===== config.mk =====
export PLATFORM = sky130hd
export DESIGN_NAME = bias_accum_relu_flat
export DESIGN_NICKNAME = d
export VERILOG_FILES = /design/src/rtl/bias_accum_relu_if.sv /design/src/rtl/bias_accum_relu.sv /design/src/flat_wrapper.sv
export SDC_FILE = /design/constraint.sdc
export NUM_CORES = 2
export LEC_CHECK = 0
export CAP_MARGIN = 20
export CORE_ASPECT_RATIO = 0.8
export CORE_MARGIN = 5
export CORE_UTILIZATION = 50
export DETAILED_ROUTE_END_ITERATION = 8
export PLACE_DENSITY = 0.77
export REMOVE_ABC_BUFFERS = 1
export SYNTH_ARGS = -nofsm -noshare
export SYNTH_HDL_FRONTEND = slang
export SYNTH_SLANG_ARGS = --single-unit

===== constraint.sdc =====
create_clock -name clk -period 31.7 [get_ports clk]
set_input_delay 4.755 -clock clk [delete_from_list [all_inputs] [get_ports clk]]
set_output_delay 4.755 -clock clk [all_outputs]
set_load 0.005 [all_outputs]

===== src/rtl/bias_accum_relu_if.sv =====
// Valid/ready stream bundle used on both sides of bias_accum_relu.
// The master drives valid/data, the slave drives ready.
interface bias_accum_relu_if #(
  parameter int DATA_W = 8
) ();
  logic              valid;
  logic              ready;
  logic [DATA_W-1:0] data;

  modport master (output valid, output data, input ready);
  modport slave  (input valid, input data, output ready);
endinterface


===== src/rtl/bias_accum_relu.sv =====
// Per-lane bias + partial-sum accumulator with ReLU, requantizing shift and
// unsigned saturation, followed by a single-entry valid/ready output register.
module bias_accum_relu #(
  parameter int N_adder_tree = 16,
  parameter int DW           = 18,
  parameter int N_PARTIAL    = 4,
  parameter int ACC_W        = 22,
  parameter int SHIFT        = 4,
  parameter int OUT_W        = 8
) (
  input  logic                       clk,
  input  logic                       rst,
  input  logic [N_adder_tree*DW-1:0] bias,
  input  logic                       flush,
  bias_accum_relu_if.slave           in_port,
  bias_accum_relu_if.master          out_port
);

  localparam int                      CNT_W    = (N_PARTIAL > 1) ? $clog2(N_PARTIAL) : 1;
  localparam logic [CNT_W-1:0]        LAST_CNT = CNT_W'(N_PARTIAL - 1);
  localparam logic signed [ACC_W-1:0] SAT_MAX  = ACC_W'((1 << OUT_W) - 1);

  // Floor shift, then clamp negatives to zero and large values to all-ones.
  function automatic logic [OUT_W-1:0] relu_sat(input logic signed [ACC_W-1:0] sum);
    logic signed [ACC_W-1:0] r;
    r = sum >>> SHIFT;
    if (r[ACC_W-1]) begin
      relu_sat = {OUT_W{1'b0}};
    end else if (r > SAT_MAX) begin
      relu_sat = {OUT_W{1'b1}};
    end else begin
      relu_sat = r[OUT_W-1:0];
    end
  endfunction

  logic [CNT_W-1:0]              cnt_r;
  logic signed [ACC_W-1:0]       acc_r      [N_adder_tree];
  logic signed [ACC_W-1:0]       acc_next_s [N_adder_tree];
  logic                          out_valid_r;
  logic [N_adder_tree*OUT_W-1:0] out_data_r;
  logic [N_adder_tree*OUT_W-1:0] finish_data_s;
  logic                          ready_s;
  logic                          accept_s;
  logic                          last_s;
  logic                          first_s;

  assign last_s   = (cnt_r == LAST_CNT);
  assign first_s  = (cnt_r == {CNT_W{1'b0}});
  assign accept_s = in_port.valid & ready_s;

  assign in_port.ready  = ready_s;
  assign out_port.valid = out_valid_r;
  assign out_port.data  = out_data_r;

  // Only the last beat of a group needs room in the output register.
  always_comb begin
    ready_s = 1'b0;
    if (rst || flush) begin
      ready_s = 1'b0;
    end else if (last_s) begin
      ready_s = !out_valid_r || out_port.ready;
    end else begin
      ready_s = 1'b1;
    end
  end

  // Next accumulator value per lane and the finished activation it would produce.
  always_comb begin
    logic signed [DW-1:0]    bias_lane;
    logic signed [DW-1:0]    in_lane;
    logic signed [ACC_W-1:0] bias_ext;
    logic signed [ACC_W-1:0] in_ext;
    finish_data_s = {(N_adder_tree*OUT_W){1'b0}};
    for (int k = 0; k < N_adder_tree; k++) begin
      bias_lane = bias[DW*k +: DW];
      in_lane   = in_port.data[DW*k +: DW];
      bias_ext  = bias_lane;
      in_ext    = in_lane;
      if (first_s) begin
        acc_next_s[k] = bias_ext + in_ext;
      end else begin
        acc_next_s[k] = acc_r[k] + in_ext;
      end
      finish_data_s[OUT_W*k +: OUT_W] = relu_sat(acc_next_s[k]);
    end
  end

  // Beat counter, accumulators and the output holding register.
  always_ff @(posedge clk) begin
    if (rst) begin
      cnt_r       <= {CNT_W{1'b0}};
      out_valid_r <= 1'b0;
      out_data_r  <= {(N_adder_tree*OUT_W){1'b0}};
      for (int k = 0; k < N_adder_tree; k++) begin
        acc_r[k] <= {ACC_W{1'b0}};
      end
    end else begin
      if (flush) begin
        cnt_r <= {CNT_W{1'b0}};
      end else if (accept_s) begin
        if (last_s) begin
          cnt_r <= {CNT_W{1'b0}};
        end else begin
          cnt_r <= cnt_r + CNT_W'(1);
        end
        for (int k = 0; k < N_adder_tree; k++) begin
          acc_r[k] <= acc_next_s[k];
        end
      end

      // A finish overrides a same-cycle pop, so back-to-back groups keep valid high.
      if (accept_s && last_s) begin
        out_valid_r <= 1'b1;
        out_data_r  <= finish_data_s;
      end else if (out_valid_r && out_port.ready) begin
        out_valid_r <= 1'b0;
      end
    end
  end

endmodule


===== src/flat_wrapper.sv =====
// flat-port wrapper written by rule: the top's interface ports become plain ports
module bias_accum_relu_flat 
#(
  parameter int N_adder_tree = 16,
  parameter int DW           = 18,
  parameter int N_PARTIAL    = 4,
  parameter int ACC_W        = 22,
  parameter int SHIFT        = 4,
  parameter int OUT_W        = 8
)
  (clk, rst, bias, flush, in_port_valid, in_port_data, in_port_ready, out_port_valid, out_port_data, out_port_ready);
  bias_accum_relu_if #(.DATA_W((16)*DW)) in_port_i ();
  bias_accum_relu_if #(.DATA_W((16)*(8))) out_port_i ();
  input  logic clk;
  input  logic rst;
  input  logic [N_adder_tree*DW-1:0] bias;
  input  logic flush;
  input wire logic [$bits(in_port_i.valid)-1:0] in_port_valid;
  input wire logic [$bits(in_port_i.data)-1:0] in_port_data;
  output wire logic [$bits(in_port_i.ready)-1:0] in_port_ready;
  output wire logic [$bits(out_port_i.valid)-1:0] out_port_valid;
  output wire logic [$bits(out_port_i.data)-1:0] out_port_data;
  input wire logic [$bits(out_port_i.ready)-1:0] out_port_ready;
  assign in_port_i.valid = in_port_valid;
  assign in_port_i.data = in_port_data;
  assign in_port_ready = in_port_i.ready;
  assign out_port_valid = out_port_i.valid;
  assign out_port_data = out_port_i.data;
  assign out_port_i.ready = out_port_ready;
  bias_accum_relu #(.N_adder_tree(N_adder_tree), .DW(DW), .N_PARTIAL(N_PARTIAL), .ACC_W(ACC_W), .SHIFT(SHIFT), .OUT_W(OUT_W)) u_core (.clk(clk), .rst(rst), .bias(bias), .flush(flush), .in_port(in_port_i), .out_port(out_port_i));
endmodule

Word level (Yosys, flattened, before mapping)
Memory sizes are Yosys's and may differ from the RTL's.
Index checks and enable logic that the tools add are counted.
- word-level logic and storage cells: 154
- input bits: 581
- memories: 1
- register bits after elaboration: 131
- memory bits (writable): 352
- output and inout bits: 130
- memories (memory ; depth ; width ; read ports ; clocked after memory_dff ; wr ports ; line ; source):
    u_core.acc_r ; 16 ; 22 ; 16 ; 0 ; 16 ; bias_accum_relu.sv:37 ; logic signed [ACC_W-1:0] acc_r [N_adder_tree];
- order comparisons: 16
- eq/ne operators: 1
- bitwise gates (word level): 17
- reductions and logical operators: 8
- multiplexer cells: 75
- add/sub/neg operators: 33
- operator list (operator ; count):
    2-to-1 mux 22 bit ; 32
    adder 22 x 18 -> 22 bit ; 16
    adder 18 x 18 -> 19 bit ; 16
    > comparator 18 x 9 -> 1 bit (second input constant) ; 16
    2-to-1 mux 8 bit ; 32
    OR 1 bit ; 16
    2-to-1 mux 1 bit ; 10
    adder 2 x 1 -> 2 bit (second input constant) ; 1
    equality test 2 bit (second input constant) ; 1
    logical AND 1 bit ; 2
    zero test 2 bit ; 1
    logical OR 1 bit ; 2
    2-to-1 mux 2 bit ; 1
    nonzero test 2 bit ; 1
    OR reduction 2 bit ; 1
    bitwise AND 1 bit ; 1
    zero test 1 bit ; 1

Depth between registers and ports, before layout
- word-level depth: 10
- mapped depth: 14
- depth with buffers taken out: 13

Worst setup path after synthesis
Ideal clock, no wire load.
- path type: input port to flip-flop
- start point: input port out_port_ready
- end point: memory u_core.acc_r[0][0] (enable)
- library setup time: 2591 ps
- required time: 29109 ps
- slack: 17719 ps
- stages: 6
- path buffers: 2
- arrival time: 11389 ps
- cell sequence: inv_1 > a311oi_1 > nand2_1 > clkbuf_1 > clkbuf_1 > nand2_1
- RTL lines (element ; line ; source):
    from (decl) ; flat_wrapper.sv:23 ; input wire logic [$bits(out_port_i.ready)-1:0] out_port_ready;
    to (decl) ; bias_accum_relu.sv:37 ;

Worst setup path in the final report
- start point: input port out_port_ready
- end point: output port in_port_ready
- cells in the longest elaborated chain, start to end: 3
- ends and longest elaborated chain (element ; line ; source):
    logical OR 1 bit ; bias_accum_relu.sv:61 ; ready_s = !out_valid_r || out_port.ready;
    2-to-1 mux 1 bit ; bias_accum_relu.sv:60 ; end else if (last_s) begin
    2-to-1 mux 1 bit ; bias_accum_relu.sv:58 ; if (rst || flush) begin
    to (decl) ; flat_wrapper.sv:20 ; output wire logic [$bits(in_port_i.ready)-1:0] in_port_ready;
Every way passes these cells.

==> flow_summary_export.csv <==
group,metric,value,unit
synth,synth-xor-area-share,7.36,%
global_routing,grt_use_total,29.4,%
synth,synth_compound_area_share,27.9,%
die,die-area,108000,um2
final_layout,drive_above_1_share,3.04,%
cts,clk_pin_slew_worst_paths,0.06,ns
synth,ys_seq_area_share,26.0,%
synth,muxShareOfSynthArea,1.82,%
drt,wirelength,169000,um
global_routing,grt_pass1_vias,47534,
global_routing,grt_pass1_wl,260000,um
synth,synth-seq-cells,483,
critical_path,slowest_stage,"clkdlybuf4s50_1",
die,die_w,367,um
synth,synthCells,6059,
cts,cts_tree,"built",
timing,fmax,88.6,MHz
cts,ctsLongestPathBuffers,3,
timing,final.setup.tns,0,ns
synth,synth_commonest_cells,"nor2_1, ha_1, a21oi_1",
synth,synthFlopType,"edfxtp_1",
global_routing,grt_max_degree,153,
drt,vias_per_cell,6.24,
drt,routedWlPerCell,21.0,um
timing,fin_crit_sh,35.6,%
die,fp.coreArea,101000,um2
timing,skew,0.0382,ns
synth,yosys_warnings,0,
critical_path,endpoint_kind,"primary output",
critical_path,crit_fanout,4,
hold_path,min_path_type,"register to register",
pwr,peakVddDrop,42.6,uV
cts,cts-root-buf,"clkbuf_16",
final_layout,nets,7896,
cts,worstSkewPairLatency,0.66,ns
synth,yosys.area_share.simple,17.6,%
cts,cts_resized,0,
critical_path,r2r_cells,6,
synth,synth_top_family_by_area,"compound AO/OA/AOI/OAI gates",
timing,rsz0062_at_grt,"false",
synth,netlist.area_leader.share,20.8,%
synth,synth_top_area_cell,"edfxtp_1",
die,boundaryPins,711,
place,place_hpwl,131000,um
cts,cts_buffers,57,
synth,syn_area,50800,um2
timing,min_period,11.28,ns
critical_path,critPathRequiredTime,26.95,ns
critical_path,cp_common_cell,"clkdlybuf4s50_1",
critical_path,worst-setup-path-type,"input pin to primary output",
status,status,"completed",
final_layout,area_growth,20.2,%
synth,postSynth.asyncResetShare,0,%
critical_path,start_kind,"input pin",
die,rows,104,
die,dieHeight,295,um
synth,synth.top_cells.by_area,"edfxtp_1, ha_1, a21oi_1, dfxtp_1, nor2_1",
drt,antenna_left,0,
cts,post_cts_buffers,0,
drt,vias,50276,
place,gp_congestion,0.956,
drt,dr.pass1.iters,6,
timing,worstMarginPinSlew,1.08,ns
cts,ctsHoldBuffers,0,
synth,synthDistinctLibCells,104,
pwr,power.total,2.47,mW
critical_path,worstPathCellList,"clkdlybuf4s50_1 > inv_1 > a311oi_1 > clkdlybuf4s50_1",
critical_path,slowest_delay,0.64,ns
drt,drt_iter0_drc,4293,
drt,drcViolationCount,0,
timing,relSlewSlack,28.2,%
synth,synth_edf_count,352,
timing,maxSlewViolCount,0,
cts,htreeDepth,2,
cts,clock_sink_count,483,
synth,avgSynthCellArea,8.39,um2
global_routing,grt_overflow,0,
hold_path,min_path_cells,2,
synth,synth_adder_area_share,16.7,%
die,start_util,50.5,%
pwr,power_density,40.4,nW/um2
pwr,p_leak,25.0,nW
run,maxCapViolCount,0,
critical_path,cp.arrival,6.53,ns
timing,finalSetupViolCount,0,
timing,fin_hold_ws,0.454,ns
place,io_buffers,710,
global_routing,antenna_found_initial,35,
synth,yosysMostFrequentCell,"nor2_1",
timing,hold_viol_final,0,
[metrics by stage]
step	utilization [%]	instance area (um2)	setup slack (ns)	std cells
after floorplan	-	50100	12.02	5863
after global placement	58.6	59100	20.47	7923
after detailed placement	58.6	59100	20.47	7923
after CTS	60.6	61000	20.45	8030
after global routing	60.6	61100	20.38	8047
final	60.7	61100	20.42	8059
[worst paths after layout]
path	slack [ns]	from	to
worst min-delay path	0.45	u_core.out_port.data[46]	u_core.out_port.data[46]
worst max register to register	27.31	u_core.cnt_r[0]	u_core.acc_r[10][16]
worst min register to register	0.45	u_core.out_port.data[46]	u_core.out_port.data[46]
worst max-delay path	20.42	out_port_ready	in_port_ready
[critical path: cells and delay by family]
family                 cells  cell delay [ns]
AOI/OAI and AO/OA          1             0.63
buffers and inverters      3             1.14
[where the power goes]
part | internal, mW | switching, mW
Sequential | 0.728 | 0.0140
Combinational | 0.437 | 0.575
Clock | 0.412 | 0.301
[cell type report]
type,instances,area (um2)
Antenna cell,29,72.6
Sequential cell,483,13200
Tap cell,1325,1660
Fill cell,8763,39600
Inverter,151,574
Clock buffer,82,1690
Multi-Input combinational cell,5229,36300
Clock inverter,25,282
Timing Repair Buffer,735,7300
[kinds of logic (layout without fill, tap and decap cells)]
family,count (synthesis),after routing
compound gates,2153,2153
mux,91,91
simple gates,1900,1900
buf+inv,347,993
other cells,0,29
xor+xnor,427,427
flops,483,483
fa+ha+maj,658,658
[sequential cells by signal, summed over array words and instances (netlist names)]
signal and cells:
u_core.acc_r 352, u_core.cnt_r 2, u_core.out_port.data 128, u_core.out_port.valid 1
[cells in the final DEF (no fill, tap or decap), drive strengths merged, types with 121 or more instances in the layout]
master	n
a211oi	161
a21o	216
a21oi	586
clkdlybuf4s50	709
dfxtp	131
edfxtp	352
ha	626
inv	155
nand2	467
nand3	122
nor2	663
o21a	121
o21ai	418
xnor2	281
xor2	146
[per-layer routing]
metal  part of all wire (%)  global-route usage, %
met3                    8.6                   6.23
met2                     44                   46.7
met5                  0.047                      0
met1                     44                   39.8
met4                    3.5                   10.3
Power figures use the tool's default switching activity.
